==> src/rtl/fetch_buffer_if.sv <==
// Handshake bundle between instruction memory, the fetch buffer and the two decoder slots.
// The slave modport is the buffer side and the master modport is the memory/decoder side.
interface fetch_buffer_if #(
    parameter int DEPTH = 8,
    parameter int XLEN  = 32
);
    logic                    flush_i;
    logic                    mem_valid_i;
    logic [63:0]             mem_data_i;
    logic [XLEN-1:0]         mem_pc_i;
    logic                    fetch_ready_o;
    logic [1:0]              dec_take_i;
    logic [31:0]             inst0_o;
    logic [XLEN-1:0]         pc0_o;
    logic                    fetched0_o;
    logic [31:0]             inst1_o;
    logic [XLEN-1:0]         pc1_o;
    logic                    fetched1_o;
    logic [$clog2(DEPTH):0]  count_o;

    modport slave (
        input  flush_i, mem_valid_i, mem_data_i, mem_pc_i, dec_take_i,
        output fetch_ready_o, inst0_o, pc0_o, fetched0_o, inst1_o, pc1_o, fetched1_o, count_o
    );

    modport master (
        output flush_i, mem_valid_i, mem_data_i, mem_pc_i, dec_take_i,
        input  fetch_ready_o, inst0_o, pc0_o, fetched0_o, inst1_o, pc1_o, fetched1_o, count_o
    );
endinterface

==> src/rtl/fetch_buffer.sv <==
// Dual-issue instruction fetch queue: circular FIFO of {inst, pc} feeding two decoder slots.
// Optional macro FETCH_BUFFER_BYPASS_EN presents a packet pushed into an empty queue in the same cycle.
module fetch_buffer #(
    parameter int DEPTH = 8,
    parameter int XLEN  = 32
) (
    input  logic          clk_i,
    input  logic          rst_i,
    fetch_buffer_if.slave bus
);
    localparam int AW = $clog2(DEPTH);
    localparam int CW = AW + 1;
    localparam logic [CW-1:0] SPACE_LIMIT = CW'(DEPTH - 2);

    logic [31:0]     r_inst [DEPTH];
    logic [XLEN-1:0] r_pc   [DEPTH];
    logic [AW-1:0]   r_head;
    logic [AW-1:0]   r_tail;
    logic [CW-1:0]   r_count;

    logic            w_ready;
    logic            w_push;
    logic            w_bypass;
    logic [1:0]      w_push_n;
    logic [1:0]      w_avail;
    logic [1:0]      w_pop_n;
    logic [XLEN-1:0] w_base_pc;
    logic [31:0]     w_e0_inst;
    logic [31:0]     w_e1_inst;
    logic [XLEN-1:0] w_e0_pc;
    logic [XLEN-1:0] w_e1_pc;
    logic [AW-1:0]   w_head_p1;
    logic [AW-1:0]   w_tail_p1;
    logic [CW-1:0]   w_count_nxt;
    logic [31:0]     w_inst0;
    logic [31:0]     w_inst1;
    logic [XLEN-1:0] w_pc0;
    logic [XLEN-1:0] w_pc1;
    logic            w_fetched0;
    logic            w_fetched1;
    logic            w_unused;

    assign w_unused  = ^bus.mem_pc_i[1:0];
    assign w_base_pc = {bus.mem_pc_i[XLEN-1:2], 2'b00};
    assign w_head_p1 = r_head + AW'(1);
    assign w_tail_p1 = r_tail + AW'(1);

    // Space check uses only the registered count, so same-cycle pops never make room.
    assign w_ready = (r_count <= SPACE_LIMIT);
    assign w_push  = bus.mem_valid_i & w_ready & ~bus.flush_i;

`ifdef FETCH_BUFFER_BYPASS_EN
    assign w_bypass = w_push & (r_count == {CW{1'b0}});
`else
    assign w_bypass = 1'b0;
`endif

    // Split the fetch packet into the entries it contributes; a target in the upper word yields one.
    always_comb begin
        w_e0_inst = bus.mem_data_i[31:0];
        w_e0_pc   = w_base_pc;
        w_e1_inst = bus.mem_data_i[63:32];
        w_e1_pc   = w_base_pc + XLEN'(4);
        w_push_n  = 2'd0;
        case (bus.mem_pc_i[2])
            1'b0: begin
                w_e0_inst = bus.mem_data_i[31:0];
                w_e0_pc   = w_base_pc;
                w_e1_inst = bus.mem_data_i[63:32];
                w_e1_pc   = w_base_pc + XLEN'(4);
                w_push_n  = 2'd2;
            end
            1'b1: begin
                w_e0_inst = bus.mem_data_i[63:32];
                w_e0_pc   = w_base_pc;
                w_e1_inst = 32'h0000_0000;
                w_e1_pc   = w_base_pc;
                w_push_n  = 2'd1;
            end
            default: begin
                w_push_n  = 2'd0;
            end
        endcase
    end

    // Presentation to the decoder slots, either from the head entries or straight from the packet.
    always_comb begin
        w_inst0    = r_inst[r_head];
        w_pc0      = r_pc[r_head];
        w_inst1    = r_inst[w_head_p1];
        w_pc1      = r_pc[w_head_p1];
        w_fetched0 = 1'b0;
        w_fetched1 = 1'b0;
        if (w_bypass) begin
            w_inst0    = w_e0_inst;
            w_pc0      = w_e0_pc;
            w_inst1    = w_e1_inst;
            w_pc1      = w_e1_pc;
            w_fetched0 = 1'b1;
            w_fetched1 = (w_push_n == 2'd2);
        end else begin
            w_fetched0 = (r_count >= CW'(1));
            w_fetched1 = (r_count >= CW'(2));
        end
    end

    // Decoder take is clamped to what is actually presented this cycle.
    always_comb begin
        w_avail = {1'b0, w_fetched0} + {1'b0, w_fetched1};
        w_pop_n = 2'd0;
        if (bus.dec_take_i > w_avail) begin
            w_pop_n = w_avail;
        end else begin
            w_pop_n = bus.dec_take_i;
        end
        if (w_push) begin
            w_count_nxt = r_count + CW'(w_push_n) - CW'(w_pop_n);
        end else begin
            w_count_nxt = r_count - CW'(w_pop_n);
        end
    end

    assign bus.inst0_o       = w_inst0;
    assign bus.pc0_o         = w_pc0;
    assign bus.fetched0_o    = w_fetched0;
    assign bus.inst1_o       = w_inst1;
    assign bus.pc1_o         = w_pc1;
    assign bus.fetched1_o    = w_fetched1;
    assign bus.count_o       = r_count;
    assign bus.fetch_ready_o = w_ready;

    // Pointer and occupancy state; flush outranks any same-cycle push or pop.
    always_ff @(posedge clk_i or posedge rst_i) begin
        if (rst_i) begin
            r_head  <= {AW{1'b0}};
            r_tail  <= {AW{1'b0}};
            r_count <= {CW{1'b0}};
        end else if (bus.flush_i) begin
            r_head  <= {AW{1'b0}};
            r_tail  <= {AW{1'b0}};
            r_count <= {CW{1'b0}};
        end else begin
            r_head  <= r_head + AW'(w_pop_n);
            r_count <= w_count_nxt;
            if (w_push) begin
                r_tail <= r_tail + AW'(w_push_n);
            end else begin
                r_tail <= r_tail;
            end
        end
    end

    // Entry storage; bypassed entries are still written but the head already skips them.
    always_ff @(posedge clk_i) begin
        if (w_push) begin
            r_inst[r_tail] <= w_e0_inst;
            r_pc[r_tail]   <= w_e0_pc;
            if (w_push_n == 2'd2) begin
                r_inst[w_tail_p1] <= w_e1_inst;
                r_pc[w_tail_p1]   <= w_e1_pc;
            end
        end
    end
endmodule
==> src/flat_wrapper.sv <==
// flat-port wrapper written by rule: the top's interface ports become plain ports
module fetch_buffer_flat 
#(
    parameter int DEPTH = 8,
    parameter int XLEN  = 32
)
  (clk_i, rst_i, bus_flush_i, bus_mem_valid_i, bus_mem_data_i, bus_mem_pc_i, bus_dec_take_i, bus_fetch_ready_o, bus_inst0_o, bus_pc0_o, bus_fetched0_o, bus_inst1_o, bus_pc1_o, bus_fetched1_o, bus_count_o);
  fetch_buffer_if #(.DEPTH(DEPTH), .XLEN(XLEN)) bus_i ();
  input  logic clk_i;
  input  logic rst_i;
  input wire logic [$bits(bus_i.flush_i)-1:0] bus_flush_i;
  input wire logic [$bits(bus_i.mem_valid_i)-1:0] bus_mem_valid_i;
  input wire logic [$bits(bus_i.mem_data_i)-1:0] bus_mem_data_i;
  input wire logic [$bits(bus_i.mem_pc_i)-1:0] bus_mem_pc_i;
  input wire logic [$bits(bus_i.dec_take_i)-1:0] bus_dec_take_i;
  output wire logic [$bits(bus_i.fetch_ready_o)-1:0] bus_fetch_ready_o;
  output wire logic [$bits(bus_i.inst0_o)-1:0] bus_inst0_o;
  output wire logic [$bits(bus_i.pc0_o)-1:0] bus_pc0_o;
  output wire logic [$bits(bus_i.fetched0_o)-1:0] bus_fetched0_o;
  output wire logic [$bits(bus_i.inst1_o)-1:0] bus_inst1_o;
  output wire logic [$bits(bus_i.pc1_o)-1:0] bus_pc1_o;
  output wire logic [$bits(bus_i.fetched1_o)-1:0] bus_fetched1_o;
  output wire logic [$bits(bus_i.count_o)-1:0] bus_count_o;
  assign bus_i.flush_i = bus_flush_i;
  assign bus_i.mem_valid_i = bus_mem_valid_i;
  assign bus_i.mem_data_i = bus_mem_data_i;
  assign bus_i.mem_pc_i = bus_mem_pc_i;
  assign bus_i.dec_take_i = bus_dec_take_i;
  assign bus_fetch_ready_o = bus_i.fetch_ready_o;
  assign bus_inst0_o = bus_i.inst0_o;
  assign bus_pc0_o = bus_i.pc0_o;
  assign bus_fetched0_o = bus_i.fetched0_o;
  assign bus_inst1_o = bus_i.inst1_o;
  assign bus_pc1_o = bus_i.pc1_o;
  assign bus_fetched1_o = bus_i.fetched1_o;
  assign bus_count_o = bus_i.count_o;
  fetch_buffer #(.DEPTH(DEPTH), .XLEN(XLEN)) u_core (.clk_i(clk_i), .rst_i(rst_i), .bus(bus_i));
endmodule
==> config.mk <==
export PLATFORM = sky130hd
export DESIGN_NAME = fetch_buffer_flat
export DESIGN_NICKNAME = d
export VERILOG_FILES = /design/src/rtl/fetch_buffer_if.sv /design/src/rtl/fetch_buffer.sv /design/src/flat_wrapper.sv
export SDC_FILE = /design/constraint.sdc
export NUM_CORES = 1
export LEC_CHECK = 0
export CAP_MARGIN = 20
export CORE_MARGIN = 2
export CORE_UTILIZATION = 35
export DETAILED_ROUTE_END_ITERATION = 10
export PLACE_DENSITY = 0.61
export SYNTH_ARGS = -nofsm -noshare
export SYNTH_HDL_FRONTEND = slang
export SYNTH_SLANG_ARGS = --single-unit
==> constraint.sdc <==
create_clock -name clk_i -period 7.1 [get_ports clk_i]
set_clock_uncertainty 0.15 [all_clocks]
set_input_delay 1.775 -clock clk_i [delete_from_list [all_inputs] [get_ports clk_i]]
set_output_delay 1.775 -clock clk_i [all_outputs]
set_load 0.05 [all_outputs]
## Word level (Yosys, flattened, before mapping)

Memories as Yosys holds them, arrays and structs flattened.
Index checks and enable logic that the tools add are counted.

| operators by class | value |
|---|---|
| multiplexer cells | 16 |
| bitwise gates (word level) | 4 |
| $lt $le $gt $ge | 4 |
| reductions and logical operators | 1 |
| $add $sub $neg | 9 |
| eq/ne operators | 1 |

Operators with widths:

| kind | count |
|---|---|
| $pmux W32 S2 | 4 |
| $add A32 B3 Y32 const B | 1 |
| $mux W3 | 3 |
| $mux W4 | 2 |
| $sub A4 B2 Y4 | 2 |
| $add A3 B1 Y3 const B | 2 |
| $add A3 B2 Y3 | 2 |
| $mux W1 | 5 |
| $add A4 B2 Y4 | 1 |
| $ge A4 B1 Y1 const B | 1 |
| $ge A4 B2 Y1 const B | 1 |
| $le A4 B3 Y1 const B | 1 |
| $pmux W2 S2 | 1 |
| $add A1 B1 Y2 | 1 |
| $and A1 B1 Y1 | 2 |
| $eq A2 B2 Y1 const B | 1 |
| $gt A2 B2 Y1 | 1 |
| $mux W2 | 1 |
| $not A1 Y1 | 2 |
| $reduce_bool A2 Y1 | 1 |

| storage, ports and cells | value |
|---|---|
| bits in writable memories | 512 |
| output and inout port bits | 135 |
| memories | 2 |
| register bits after elaboration | 10 |

Memories:

| name | depth | bits a word | read ports | clocked after memory_dff | write ports | RTL line | RTL |
|---|---|---|---|---|---|---|---|
| u_core.r_inst | 8 | 32 | 2 | 0 | 2 | fetch_buffer.sv:15 | `logic [31:0] r_inst [DEPTH];` |
| u_core.r_pc | 8 | 32 | 2 | 0 | 2 | fetch_buffer.sv:16 | `logic [XLEN-1:0] r_pc [DEPTH];` |

## Depth between registers and ports, before layout

| depth | value |
|---|---|
| depth after elaboration | 7 |
| depth in mapped cells | 16 |
| mapped depth without buffers | 16 |

## Least setup slack after synthesis

No wires, ideal clock.

| timing | value |
|---|---|
| path type | in2reg |
| start point | in bus_mem_pc_i[2] |
| end point | mem u_core.r_inst[3][0], enable pin |
| buffers on the path | 2 |
| arrival time | 5,167 ps |
| stages | 6 |
| setup slack | 1,300 ps |
| cells stage by stage | clkbuf_1 clkbuf_1 nand2b_1 nor3_1 a31oi_1 nor2_1 |

RTL lines:

| element | RTL line | RTL |
|---|---|---|
| start: declaration | flat_wrapper.sv:14 | `input wire logic [$bits(bus_i.mem_pc_i)-1:0] bus_mem_pc_i;` |
| end: declaration | fetch_buffer.sv:15 |  |

## Worst setup path after layout

| timing | value |
|---|---|
| start point | reg u_core.r_head[1] |
| end point | out bus_pc1_o[21] |

| between the ends | value |
|---|---|
| word-level cells in the longest chain between the ends | 2 |

Ends and longest elaborated chain:

| element | RTL line | RTL |
|---|---|---|
| start: declaration | fetch_buffer.sv:17 | `logic [AW-1:0] r_head;` |
| start signal: assignment | fetch_buffer.sv:135 | `r_head <= {AW{1'b0}};` |
| start signal: assignment | fetch_buffer.sv:139 | `r_head <= {AW{1'b0}};` |
| start signal: assignment | fetch_buffer.sv:143 | `r_head <= r_head + AW'(w_pop_n);` |
| $add A3 B1 Y3 | fetch_buffer.sv:45 | `assign w_head_p1 = r_head + AW'(1);` |
| $mem_v2 Z8 W32 | -- |  |
| end: declaration | flat_wrapper.sv:21 | `output wire logic [$bits(bus_i.pc1_o)-1:0] bus_pc1_o;` |

Every way passes these cells.

==> flow_summary.ini <==
[synth]
ys.flop_type = edfxtp_1
syn_area_per_cell_um2 = 15.7
ys_types = 40
ys_ff_latch = 506
synth.top_cells.by_count = 496 x edfxtp_1, 267 x clkbuf_1, 256 x a22o_1
ys_seq_area_share_pct = 55.5
synth_top_area_share_pct = 54.6
yosys_warnings = 0
synth-async-reset-ratio_pct = 1.98
synth_edf_count = 496
syn_inst = 1734
syn_area_mm2 = 0.0273
synth_area_leader_cell = edfxtp_1
yosysMostFrequentCell = edfxtp_1
synth_area_leaders = edfxtp_1 55%, mux4_2 20%, a22o_1 8.2%

[pwr]
peakVddDrop_uv = 429
p_leak_nw = 10.1
pwr_density_cell_mw_per_mm2 = 422

[finish]
fill_cells = 6849
area_growth_syn_to_layout_pct = 16.2
drive_gt1_share_pct = 31.5
final_nets = 1764
fin_cells = 2727

[outcome]
status = finished clean

[floorplan]
die_w_um = 283
start_util_pct = 35.3
die_h_um = 283
core_area_mm2 = 0.0773
num_rows = 102
dieArea_mm2 = 0.0802
io_pins = 237

[timing]
setup_viol = 0
fmax_mhz = 166
tightest_slew_ns = 1.15
rsz0062_at_grt = no
layout_setup_ws_ns = 1.07
post-route-period-util_pct = 84.9
tns_ns = 0
fin_crit_ns = 6.03
drv_slew = 0
slew_headroom_pct = 23.2
hold_ws_ns = 0.561
hold_violations = 0

[cts]
clk_pin_slew_ns = 0.06
cts_max_level = 2
ctsRootBufferMaster = clkbuf_16
cts_tree = built
cts_resized = 0
clkLatencyLatePin_ns = 0.60
cts_setup_buffers = 0
numCtsBuffers = 55
clock_path_buffers = 3
clock-sinks = 506
cts_hold_buf = 0

[routing]
drt-wirelength-per-cell_um = 29.0
wirelength_um = 79200
vias_per_cell = 5.84
first_pass_iters = 4
drtIter0Drc = 1240
drcViolationCount = 0
drtAntennaViolNets = 0
num_vias = 15900

[placed_design]
gp_congestion = 0.731
dpl.hpwl_um = 44400
pre_cts_slack_ns = 1.63
place_inst = 2624
port_buffers = 230

[setup_path]
cp-end-kind = primary output
required_ns = 5.18
r2r_cells = 7
startpoint_type = flop
cp_max_fo = 55
crit_arrival_ns = 4.10
crit_type = reg2out

[min_path]
holdPathStages = 3
hold_path.class = reg2reg

[global_routing]
grt.met1_usage_pct = 23.9
grt_pass1_wl_um = 114000
busiest_layer = met2
grt_use_met2_pct = 32.6
grt_max_degree = 133
antenna_found_initial = 9
track_usage_pct = 19.3
grt-ovfl-total = 0
grt_pass1_vias = 16900
met3_usage_pct = 4.80

[flow_run]
maxCapViolations = 0
==> worst max-delay path: stages (launching register included) <==
cell and delay, ns:
dfrtp_4 0.76, ha_4 0.60, buf_12 0.41, mux4_2 0.58
mux2_2 0.31, clkdlybuf4s50_1 0.71
==> area by class of cell <==
cell class	count	area [um^2]	area share, %
antenna	2	5.00	0.0158
clock buffer	65	1460	4.59
clock inverter	35	369	1.16
inverter	19	71.3	0.225
multi-input combinational	786	10500	33.2
sequential	506	15200	47.8
tap	1040	1300	4.10
timing repair buffer	274	2830	8.92
==> stage by stage <==
step	util, %	instance area [um^2]	total power (W)
3_5_place_dp	38.6	29900	0.0106
3_3_place_gp	38.4	29700	0.0105
6_report	41.0	31700	0.0134
2_1_floorplan	-	27300	0.00863
5_1_grt	41.0	31700	0.0139
4_1_cts	41.0	31700	0.0135
==> per-layer routing <==
layer  wire (um)  vias up
met5          90        -
met1       31100     8423
li1            -     6606
met3        5800      212
met4        2940       14
met2       39300      684
==> cell families after synthesis <==
kind of cell,count (synthesis),synth area share (%)
DFF,506,55.5
xor gates and xnor gates,8,0.312
and+or+nand+nor,96,1.88
other,1,0.0137
AOI/OAI and AO/OA,282,8.89
buffers and inverters,445,6.62
adders and majority gates,20,1.05
muxes,376,25.7
==> worst paths after layout <==
path | from | end | slack (ns)
max | u_core.r_head[1]$_DFF_PP0_ | bus_pc1_o[21] | 1.07
min in group asynchronous | rst_i | u_core.bus.count_o[2]$_DFF_PP0_ | 1.34
max in group asynchronous | rst_i | u_core.r_head[0]$_DFF_PP0_ | 5.10
max reg2reg | u_core.bus.count_o[3]$_DFF_PP0_ | u_core.r_pc[1][12]$_DFFE_PP_ | 3.19
min reg2reg | u_core.bus.count_o[2]$_DFF_PP0_ | u_core.bus.count_o[2]$_DFF_PP0_ | 0.56
min | u_core.bus.count_o[2]$_DFF_PP0_ | u_core.bus.count_o[2]$_DFF_PP0_ | 0.56
==> placed cells by master (no fill, tap or decap), types with 5 or more instances in the layout <==
cell,Yosys,routed
a21oi_1,7,7
a22o_1,256,256
a31oi_1,5,5
buf_12,0,13
buf_4,13,29
bufinv_16,0,8
clkbuf_1,267,8
clkbuf_16,0,57
clkdlybuf4s50_1,0,229
clkinv_1,0,15
clkinv_2,0,8
dfrtp_1,10,7
edfxtp_1,496,496
fa_1,5,5
ha_1,15,14
inv_1,18,18
mux2_2,125,125
mux4_2,248,248
nand2_1,13,5
nand2_2,0,8
nor2_1,21,13
nor2_4,0,8
nor2b_1,34,34
nor3_1,11,11
o21ai_4,0,8
==> report_power, final <==
group          leakage [nW]  switching [W]  internal [W]
Clock                 0.889        0.00117       0.00174
Sequential             4.62       0.000153       0.00348
Combinational          4.63        0.00398       0.00286
==> state kept, by name, summed over array words and instances (netlist names) <==
name	cells
u_core.r_pc	240
u_core.r_head	3
u_core.bus.count_o	4
u_core.r_inst	256
u_core.r_tail	3
Note: power is estimated with default switching activity, not from simulation.
